==> src/rtl/egg_timer_pkg.sv <==
// Shared definitions for the egg-timer display path.
//   - conv_state_e : states of the seconds -> MM:SS conversion FSM
//   - SECS_PER_MIN, DEC_BASE : divisors used by the repeated-subtraction converter
//   - DEF_DIGIT_CYCLES, DEF_BLINK_CYCLES : default timing at the 5 MHz system clock
//   - SEG_BLANK, seg7_decode() : active-low seven-segment encoding (gfedcba)
package egg_timer_pkg;

    typedef enum logic [2:0] {
        CONV_IDLE,
        CONV_SUB60,
        CONV_SPLIT_M,
        CONV_SPLIT_S,
        CONV_DONE
    } conv_state_e;

    localparam int SECS_PER_MIN = 60;
    localparam int DEC_BASE     = 10;

    // 1 ms per digit and 0.5 s per blink half-period at 5 MHz.
    localparam int DEF_DIGIT_CYCLES = 5000;
    localparam int DEF_BLINK_CYCLES = 2500000;

    localparam logic [6:0] SEG_BLANK = 7'h7F;

    // Active-low segments, bit 6 = g .. bit 0 = a. Non-decimal codes go dark.
    function automatic logic [6:0] seg7_decode(input logic [3:0] digit);
        logic [6:0] seg;
        case (digit)
            4'd0:    seg = 7'b1000000;
            4'd1:    seg = 7'b1111001;
            4'd2:    seg = 7'b0100100;
            4'd3:    seg = 7'b0110000;
            4'd4:    seg = 7'b0011001;
            4'd5:    seg = 7'b0010010;
            4'd6:    seg = 7'b0000010;
            4'd7:    seg = 7'b1111000;
            4'd8:    seg = 7'b0000000;
            4'd9:    seg = 7'b0010000;
            default: seg = SEG_BLANK;
        endcase
        return seg;
    endfunction

endpackage

==> src/rtl/mmss_converter.sv <==
// Converts a remaining-seconds count into four MM:SS decimal digits by
// repeated subtraction (one subtraction per clock).
// Ports:
//   clk, rst      : clock, synchronous active-high reset
//   count_in      : remaining time in seconds
//   m_tens..s_units : digit registers, loaded together when a conversion completes
//   conv_done     : one-cycle pulse, high in the cycle after the digits load
//   state         : current conversion FSM state (debug visibility)
module mmss_converter
    import egg_timer_pkg::*;
#(
    parameter int COUNT_W = 12
) (
    input  logic               clk,
    input  logic               rst,
    input  logic [COUNT_W-1:0] count_in,
    output logic [3:0]         m_tens,
    output logic [3:0]         m_units,
    output logic [3:0]         s_tens,
    output logic [3:0]         s_units,
    output logic               conv_done,
    output conv_state_e        state
);

    localparam logic [COUNT_W-1:0] SEC_STEP = COUNT_W'(SECS_PER_MIN);
    localparam logic [COUNT_W-1:0] MIN_STEP = COUNT_W'(DEC_BASE);
    localparam logic [5:0]         SEC_DEC  = 6'(DEC_BASE);

    logic [COUNT_W-1:0] shadow;   // last value accepted for conversion
    logic [COUNT_W-1:0] work;     // seconds still to be divided by 60
    logic [COUNT_W-1:0] min_acc;  // whole minutes, then minute units
    logic [5:0]         sec_acc;  // leftover seconds, then second units
    logic [3:0]         mt_acc;
    logic [3:0]         st_acc;

    // count_in is only looked at in IDLE, so a value change mid-conversion
    // lets the in-flight result finish and is picked up on the next pass.
    always_ff @(posedge clk) begin
        if (rst) begin
            state     <= CONV_IDLE;
            shadow    <= '0;
            work      <= '0;
            min_acc   <= '0;
            sec_acc   <= '0;
            mt_acc    <= '0;
            st_acc    <= '0;
            m_tens    <= '0;
            m_units   <= '0;
            s_tens    <= '0;
            s_units   <= '0;
            conv_done <= 1'b0;
        end else begin
            conv_done <= 1'b0;
            case (state)
                CONV_IDLE: begin
                    if (count_in != shadow) begin
                        shadow  <= count_in;
                        work    <= count_in;
                        min_acc <= '0;
                        sec_acc <= '0;
                        mt_acc  <= '0;
                        st_acc  <= '0;
                        state   <= CONV_SUB60;
                    end
                end
                CONV_SUB60: begin
                    if (work >= SEC_STEP) begin
                        work    <= work - SEC_STEP;
                        min_acc <= min_acc + COUNT_W'(1);
                    end else begin
                        sec_acc <= work[5:0];
                        state   <= CONV_SPLIT_M;
                    end
                end
                CONV_SPLIT_M: begin
                    if (min_acc >= MIN_STEP) begin
                        min_acc <= min_acc - MIN_STEP;
                        mt_acc  <= mt_acc + 4'd1;
                    end else begin
                        state <= CONV_SPLIT_S;
                    end
                end
                CONV_SPLIT_S: begin
                    if (sec_acc >= SEC_DEC) begin
                        sec_acc <= sec_acc - SEC_DEC;
                        st_acc  <= st_acc + 4'd1;
                    end else begin
                        state <= CONV_DONE;
                    end
                end
                CONV_DONE: begin
                    // All four digits change on the same edge: no partial value shows.
                    m_tens    <= mt_acc;
                    m_units   <= min_acc[3:0];
                    s_tens    <= st_acc;
                    s_units   <= sec_acc[3:0];
                    conv_done <= 1'b1;
                    state     <= CONV_IDLE;
                end
                default: state <= CONV_IDLE;
            endcase
        end
    end

endmodule

==> src/rtl/mmss_display_driver.sv <==
// Drives a 4-digit active-low seven-segment display with a MM.SS countdown.
// Ports:
//   clk, rst  : 5 MHz system clock, synchronous active-high reset
//   count_in  : remaining seconds from the countdown core
//   blank     : 1 = display dark (overrides blinking)
//   blink_en  : 1 = flash the display at BLINK_CYCLES per half-period
//   seg       : active-low segments, seg[6]=g .. seg[0]=a
//   an        : active-low anodes, an[0] = rightmost digit
//   dp        : active-low decimal point, lit on the minute-units digit
module mmss_display_driver
    import egg_timer_pkg::*;
#(
    parameter int COUNT_W      = 12,
    parameter int DIGIT_CYCLES = DEF_DIGIT_CYCLES,
    parameter int BLINK_CYCLES = DEF_BLINK_CYCLES
) (
    input  logic               clk,
    input  logic               rst,
    input  logic [COUNT_W-1:0] count_in,
    input  logic               blank,
    input  logic               blink_en,
    output logic [6:0]         seg,
    output logic [3:0]         an,
    output logic               dp
);

    localparam int SCAN_W  = (DIGIT_CYCLES > 1) ? $clog2(DIGIT_CYCLES) : 1;
    localparam int BLINK_W = (BLINK_CYCLES > 1) ? $clog2(BLINK_CYCLES) : 1;
    localparam logic [SCAN_W-1:0]  SCAN_LAST  = SCAN_W'(DIGIT_CYCLES - 1);
    localparam logic [BLINK_W-1:0] BLINK_LAST = BLINK_W'(BLINK_CYCLES - 1);

    logic [3:0]   m_tens, m_units, s_tens, s_units;
    logic         unused_conv_done;
    conv_state_e  unused_conv_state;

    mmss_converter #(
        .COUNT_W (COUNT_W)
    ) u_conv (
        .clk       (clk),
        .rst       (rst),
        .count_in  (count_in),
        .m_tens    (m_tens),
        .m_units   (m_units),
        .s_tens    (s_tens),
        .s_units   (s_units),
        .conv_done (unused_conv_done),
        .state     (unused_conv_state)
    );

    logic [SCAN_W-1:0]  scan_cnt;
    logic [1:0]         idx;
    logic [BLINK_W-1:0] blink_cnt;
    logic               phase_on;

    logic [BLINK_W-1:0] blink_cnt_next;
    logic               phase_next;
    logic [3:0]         digit_sel;
    logic               dark;

    always_comb begin
        blink_cnt_next = blink_cnt;
        phase_next     = phase_on;
        if (!blink_en) begin
            blink_cnt_next = '0;
            phase_next     = 1'b1;
        end else if (blink_cnt == BLINK_LAST) begin
            blink_cnt_next = '0;
            phase_next     = ~phase_on;
        end else begin
            blink_cnt_next = blink_cnt + BLINK_W'(1);
        end

        case (idx)
            2'd0:    digit_sel = s_units;
            2'd1:    digit_sel = s_tens;
            2'd2:    digit_sel = m_units;
            default: digit_sel = m_tens;
        endcase

        // Gating uses the next blink phase so the display follows a phase
        // toggle or a blink_en clear on the same edge rather than one later.
        dark = blank | ~phase_next;
    end

    always_ff @(posedge clk) begin
        if (rst) begin
            scan_cnt  <= '0;
            idx       <= 2'd0;
            blink_cnt <= '0;
            phase_on  <= 1'b1;
            an        <= 4'b1111;
            seg       <= SEG_BLANK;
            dp        <= 1'b1;
        end else begin
            if (scan_cnt == SCAN_LAST) begin
                scan_cnt <= '0;
                idx      <= idx + 2'd1;
            end else begin
                scan_cnt <= scan_cnt + SCAN_W'(1);
            end

            blink_cnt <= blink_cnt_next;
            phase_on  <= phase_next;

            // Outputs reflect the index held before this edge (one-cycle lag).
            an  <= dark ? 4'b1111   : ~(4'b0001 << idx);
            seg <= dark ? SEG_BLANK : seg7_decode(digit_sel);
            dp  <= dark | (idx != 2'd2);
        end
    end

endmodule

==> config.mk <==
export PLATFORM = sky130hd
export DESIGN_NAME = mmss_display_driver
export DESIGN_NICKNAME = d
export VERILOG_FILES = /design/src/rtl/egg_timer_pkg.sv /design/src/rtl/mmss_converter.sv /design/src/rtl/mmss_display_driver.sv
export SDC_FILE = /design/constraint.sdc
export NUM_CORES = 1
export LEC_CHECK = 0
export CAP_MARGIN = 20
export CORE_MARGIN = 4
export CORE_UTILIZATION = 50
export CTS_CLUSTER_DIAMETER = 150
export DETAILED_ROUTE_END_ITERATION = 16
export PLACE_DENSITY_LB_ADDON = 0.3
export SYNTH_ARGS = -nofsm -noshare
export SYNTH_HDL_FRONTEND = slang
export SYNTH_SLANG_ARGS = --single-unit
==> constraint.sdc <==
create_clock -name clk -period 2.6 [get_ports clk]
set_input_delay 0.78 -clock clk [delete_from_list [all_inputs] [get_ports clk]]
set_output_delay 0.78 -clock clk [all_outputs]
set_load 0.01 [all_outputs]
==> flow_metrics.tcl <==
set metrics [dict create \
    first_iter_violations 473 \
    synth_top_area_cell "dfxtp_1" \
    worstSkewPairLatency_ps 430 \
    multi_input_area_sq_mm 0.00346 \
    final_cell_mix "nand2_1 (129), dfxtp_1 (119), nor2_1 (84), a21oi_1 (72)" \
    drive_gt1_share_pct 10.8 \
    antenna_found_initial 0 \
    diodes 0 \
    path_clk_slew_ps 50 \
    initial_core_util_pct 51.0 \
    io_pins 28 \
    arrival_ps 2750 \
    synthToLayoutAreaGrowth_pct 17.4 \
    num_rows 40 \
    ff2ff_setup_slack_ps 390 \
    cpPeakStageDelay_ps 510 \
    core_area_sq_mm 0.0120 \
    dr.pass1.iters 6 \
    cts_tree "built" \
    cp_cell_sequence "clkdlybuf4s50_1 -> xor2_1 -> nor4_4 -> buf_4 -> nand4_1 -> nand3_4 -> or3_1 -> a21oi_1" \
    yosys.area_share.simple_pct 27.2 \
    globalplace.congestion 0.843 \
    cts_made_buffers 17 \
    drv_cap 0 \
    slew_headroom_pct 58.5 \
    fmax_ghz 0.417 \
    fillers 1052 \
    io_buffers 27 \
    cts_num_sinks 119 \
    cts-root-buf "clkbuf_16" \
    rsz0062_at_grt "no" \
    synth_ff_type "dfxtp_1" \
    cts_hold_buf 0 \
    wl_per_cell_um 14.4 \
    cp-end-kind "flip-flop" \
    tightest_slew_ps 622 \
    post-route-min-period_ps 2400 \
    antenna_left 0 \
    synth_top_area_share_pct 38.9 \
    synth.net_count 790 \
    yosysWarningCount 0 \
    synthArstFlopShare_pct 0 \
    worstSetupPathType "in2reg" \
    dieArea_sq_mm 0.0141 \
    synth-xor-area-share_pct 7.15 \
    fp.dieW_um 119 \
    final_common_cell "nand2_1" \
    viasPerCell 5.66 \
    min_path_type "reg2reg" \
    place_hpwl_um 9410 \
    startpoint_type "input pin" \
    holdPathStages 1 \
    synth_fa_ha_area_share_pct 3.68 \
    p_per_area_mw_per_mm2 922 \
    grt_pass1_wl_um 23800 \
    path_max_fanout 19 \
    regArea_sq_mm 0.00238 \
    overflow 0 \
    synth_cell_types 71 \
    synth_edf_count 0 \
    cts_max_level 4 \
    leakagePower_nw 2.73 \
    fin_crit_sh_pct 92.2 \
    r2r.worst_path.cells 8 \
    cts_setup_buffers 0 \
    grtUsageTotal_pct 20.3 \
    vias 5392 \
    finalPower_mw 6.63 \
    die_y_um 119 \
    cts_resized 0 \
    grt_max_degree 75 \
    status "complete, no violations" \
    yosys-top-cells-area "dfxtp_1 (39%), nand2_1 (7.9%), a21oi_1 (5.9%), nor2_1 (5.2%), xor2_1 (4.7%)" \
    synth_top_family_by_area "simple AND/OR/NAND/NOR gates" \
    drc 0 \
    wirelength_um 13700 \
    peakVddDrop_mv 0.502 \
    clock_skew_ps 13.0 \
    muxShareOfSynthArea_pct 1.86 \
    yosysSeqAreaShare_pct 38.9 \
    avgSynthCellArea_sq_um 8.10 \
    first_global_vias 5245 \
    critical_path.slowest_cell "clkdlybuf4s50_1" \
    finalMaxSlewViolations 0 \
    required_ps 2950 \
    final_util_pct 59.8 \
    clockBufferDepth 2 \
    fin_nets 828 \
    synthesis.area_sq_mm 0.00612 \
    setup_viol 0 \
    synth-compound-area-share_pct 16.7 \
    syn_inst 756 \
    ys_ff_latch 119 \
    hold_viol 0 \
]
[kinds of logic (layout without fill, tap and decap cells)]
group | Yosys count | in the layout
simple gates | 336 | 336
buf+inv | 59 | 109
flops | 119 | 119
xor+xnor | 50 | 50
compound gates | 163 | 163
fa+ha+maj | 18 | 18
mux | 11 | 11
[cell type report]
cell class,instances,area share (%)
multi-input combinational,578,48.2
sequential,119,33.2
timing repair buffer,57,7.05
clock buffer,24,6.98
tap,147,2.56
inverter,21,1.10
clock inverter,7,0.958
[synthesized netlist by cell type, types with 6 or more instances]
library cell,count
a31oi_1,6
ha_1,18
buf_2,7
nand4_1,13
nor2_1,84
a21oi_1,72
dfxtp_1,119
xor2_1,33
and3_1,9
or3_1,10
nor3_1,7
nand2b_1,6
mux2i_1,8
nand3_1,33
inv_1,21
nand2_1,129
o21ai_0,33
xnor2_1,17
clkbuf_1,20
[flip-flops by register name, summed over array words and instances (netlist names), 3 cells and up]
| signal | flops |
|---|---|
| blink_cnt | 22 |
| scan_cnt | 13 |
| u_conv.min_acc | 12 |
| u_conv.shadow | 12 |
| u_conv.work | 12 |
| seg | 7 |
| u_conv.sec_acc | 6 |
| an | 4 |
| u_conv.m_tens | 4 |
| u_conv.m_units | 4 |
| u_conv.mt_acc | 4 |
| u_conv.s_tens | 4 |
| u_conv.s_units | 4 |
| u_conv.st_acc | 4 |
| u_conv.state | 3 |
[worst max-delay path: cells and delay by family]
family / cells / cell delay [ps]
compound gates: 1 / 130
xor+xnor: 1 / 250
buf+inv: 2 / 660
simple gates: 4 / 930
[final timing paths]
check / start / end
setup reg to reg: idx[1] / seg[3]
hold / removal: scan_cnt[0] / scan_cnt[0]
hold reg to reg: scan_cnt[0] / scan_cnt[0]
setup / recovery: count_in[3] / u_conv.min_acc[9]
[metal layers]
metal	vias to the layer above	track usage (%)	wire [um]
li1	2714	-	-
met1	2542	24.4	6120
met2	114	34.1	6790
met3	22	5.07	571
met4	0	8.91	234
met5	-	0	0
[power by group]
group	switching, mW	internal, mW
Combinational	1.29	0.787
Sequential	0.275	2.02
Clock	0.824	1.43
Total	2.39	4.24
[stage by stage]
stage                     setup slack [ps]  TNS, ps  hold WS, ps  cells  cell area, sq um
after floorplan                        466        0          418    756              6120
after global placement                -163    -2210          428    921              6600
after detailed placement              -242    -2850          440    922              6620
after CTS                              207        0          452    953              7190
after global routing                  75.8        0          460    953              7190
final                                  202        0          446    953              7190
Power figures use the tool's default switching activity.
==> variant, RTL diff (same flow settings) <==
The 5 states of `conv_state_e` get a one-hot encoding in 5 bits.
--- a/src/rtl/egg_timer_pkg.sv
+++ b/src/rtl/egg_timer_pkg.sv
@@ -5,12 +5,12 @@
 //   - SEG_BLANK, seg7_decode() : active-low seven-segment encoding (gfedcba)
 package egg_timer_pkg;
 
-    typedef enum logic [2:0] {
-        CONV_IDLE,
-        CONV_SUB60,
-        CONV_SPLIT_M,
-        CONV_SPLIT_S,
-        CONV_DONE
+    typedef enum logic [4:0] {
+        CONV_IDLE    = 5'b00001,
+        CONV_SUB60   = 5'b00010,
+        CONV_SPLIT_M = 5'b00100,
+        CONV_SPLIT_S = 5'b01000,
+        CONV_DONE    = 5'b10000
     } conv_state_e;
 
     localparam int SECS_PER_MIN = 60;
Check against the original RTL: no difference found for any inputs over 10 cycles, from zero or initial values and one cycle with rst high; not proved beyond that.
==> variant against the unedited design <==
Via count is 7.2% higher. Final area increased by 6.1%. Synthesized area grew 0.41%. Routed wire length increased by 15%. Global-route usage grew 2.2 points. Worst setup slack lost 120 ps. Fmax fell by 4.8%. Power shrank 2.5%. Sequential cell count up 2. Core utilization is 3.6 points higher. Critical path depth fell by 1.
==> variant: results (changes against the unedited design) <==
post-synthesis xor/xnor area fraction 7.13% (was 7.15%); total global-route track usage 22.4% (was 20.3%); Reg-to-Reg Start blink_cnt[0]$_SDFF_PP0_ (was idx[1]$_SDFFE_PP0P_); Adder-Cell Fraction of Synth Area 3.66% (was 3.68%); detailed-route via count 5,778 (was 5,392); Routed met3 length 914 um (was 571 um); outcome finished clean (unchanged); crit path to u_conv.min_acc[7]$_SDFFE_PP0P_ (was u_conv.min_acc[9]$_SDFFE_PP0P_); global-route wire length before repair 26,500 um (was 23,800 um); Reg-to-Reg End seg[4]$_SDFF_PP1_ (was seg[3]$_SDFF_PP1_); Global Route met1 Usage 27.8% (was 24.4%); Critical Path Fanout Max 4 (was 19); compound-gate portion of the synthesized area 17.6% (was 16.7%); cell types with the largest area share after synthesis sky130_fd_sc_hd__dfxtp_1 (39%), sky130_fd_sc_hd__nor2_1 (6.2%), sky130_fd_sc_hd__xor2_1 (4.1%), sky130_fd_sc_hd__a21oi_1 (3.7%), sky130_fd_sc_hd__nand2_1 (3.7%) (was sky130_fd_sc_hd__dfxtp_1 (39%), sky130_fd_sc_hd__nand2_1 (7.9%), sky130_fd_sc_hd__a21oi_1 (5.9%), sky130_fd_sc_hd__nor2_1 (5.2%), sky130_fd_sc_hd__xor2_1 (4.7%)); final-layout worst hold slack 448 ps (was 446 ps); Routability Congestion 0.901 (was 0.843); CP Launch Point count_in[4] (was count_in[3]); cell area after layout 7620 um^2 (was 7190 um^2); signal arrival time at the worst endpoint 2840 ps (was 2750 ps); worst-case setup slack after placement -398 ps (was -242 ps); sum of net half-perimeters after detailed placement 10,800 um (was 9410 um); total length of routed met2 wires 7760 um (was 6790 um); initial detailed-routing violation count 549 (was 473); number of unique standard cell types used by synthesis 65 (was 71); clock latency reported for the late side of the worst-skew pair 410 ps (was 430 ps); wire length on met1 6830 um (was 6120 um); setup skew after layout 6.89 ps (was 13.0 ps); number of fill cells 1,031 (was 1,052); most common library cells after synthesis sky130_fd_sc_hd__dfxtp_1 (121), sky130_fd_sc_hd__nor2_1 (101), sky130_fd_sc_hd__nand2_1 (61), sky130_fd_sc_hd__a21oi_1 (46), sky130_fd_sc_hd__nand3_1 (41) (was sky130_fd_sc_hd__nand2_1 (129), sky130_fd_sc_hd__dfxtp_1 (119), sky130_fd_sc_hd__nor2_1 (84), sky130_fd_sc_hd__a21oi_1 (72)); number of iterations in the first detailed-routing pass 5 (was 6); vias in the first global route 5,700 (was 5,245); post-route minimum period 2520 ps (was 2400 ps); FF-to-FF path depth 7 (was 8)
## variant: cell count changes after synthesis, sizes merged, moves of 6 or more
| cell | before | now |
|---|---|---|
| o21ai | 35 | 26 |
| buf | 16 | 10 |
| clkbuf | 21 | 28 |
| nor4 | 8 | 23 |
| o311ai | 1 | 10 |
| nor2 | 86 | 101 |
| nor3 | 10 | 22 |
| nand2 | 129 | 61 |
| mux2i | 8 | 17 |
| a21oi | 74 | 46 |
## variant: area by class of cell
type,count,share of cell area (%)
clock inverters,12,3.18
repair buffers,85,9.44
flip-flops and latches,121,31.8
well taps,147,2.41
inverters,21,1.03
clock buffers,20,6.12
multi-input cells,560,46.0
## variant: through the flow
| step | power (mW) | cells |
|---|---|---|
| 4_1_cts | 6.44 | 965 |
| 5_1_grt | 6.75 | 966 |
| 3_5_place_dp | 3.62 | 933 |
| 2_1_floorplan | 3.07 | 740 |
| 3_3_place_gp | 3.57 | 933 |
| 6_report | 6.46 | 966 |
## variant: power breakdown
group | internal [mW] | total [mW] | switching, mW | leakage (nW)
clock | 1.97 | 2.81 | 0.845 | 0.338
combinational | 0.595 | 1.47 | 0.872 | 1.58
sequential | 2.02 | 2.18 | 0.165 | 0.984
## variant: critical path, cell delays in order
cell                              delay, ps
sky130_fd_sc_hd__clkdlybuf4s50_1        430
sky130_fd_sc_hd__xor2_1                 180
sky130_fd_sc_hd__or4_4                  570
sky130_fd_sc_hd__nor4_4                 340
sky130_fd_sc_hd__buf_2                  230
sky130_fd_sc_hd__nor4_1                  70
sky130_fd_sc_hd__o32ai_1                240
## variant: what timing repair did
action / 4_1_cts / 5_1_grt
setup endpoints to repair: 0 / 11
gates resized for setup: 0 / 8
hold endpoints to repair: 0 / 0
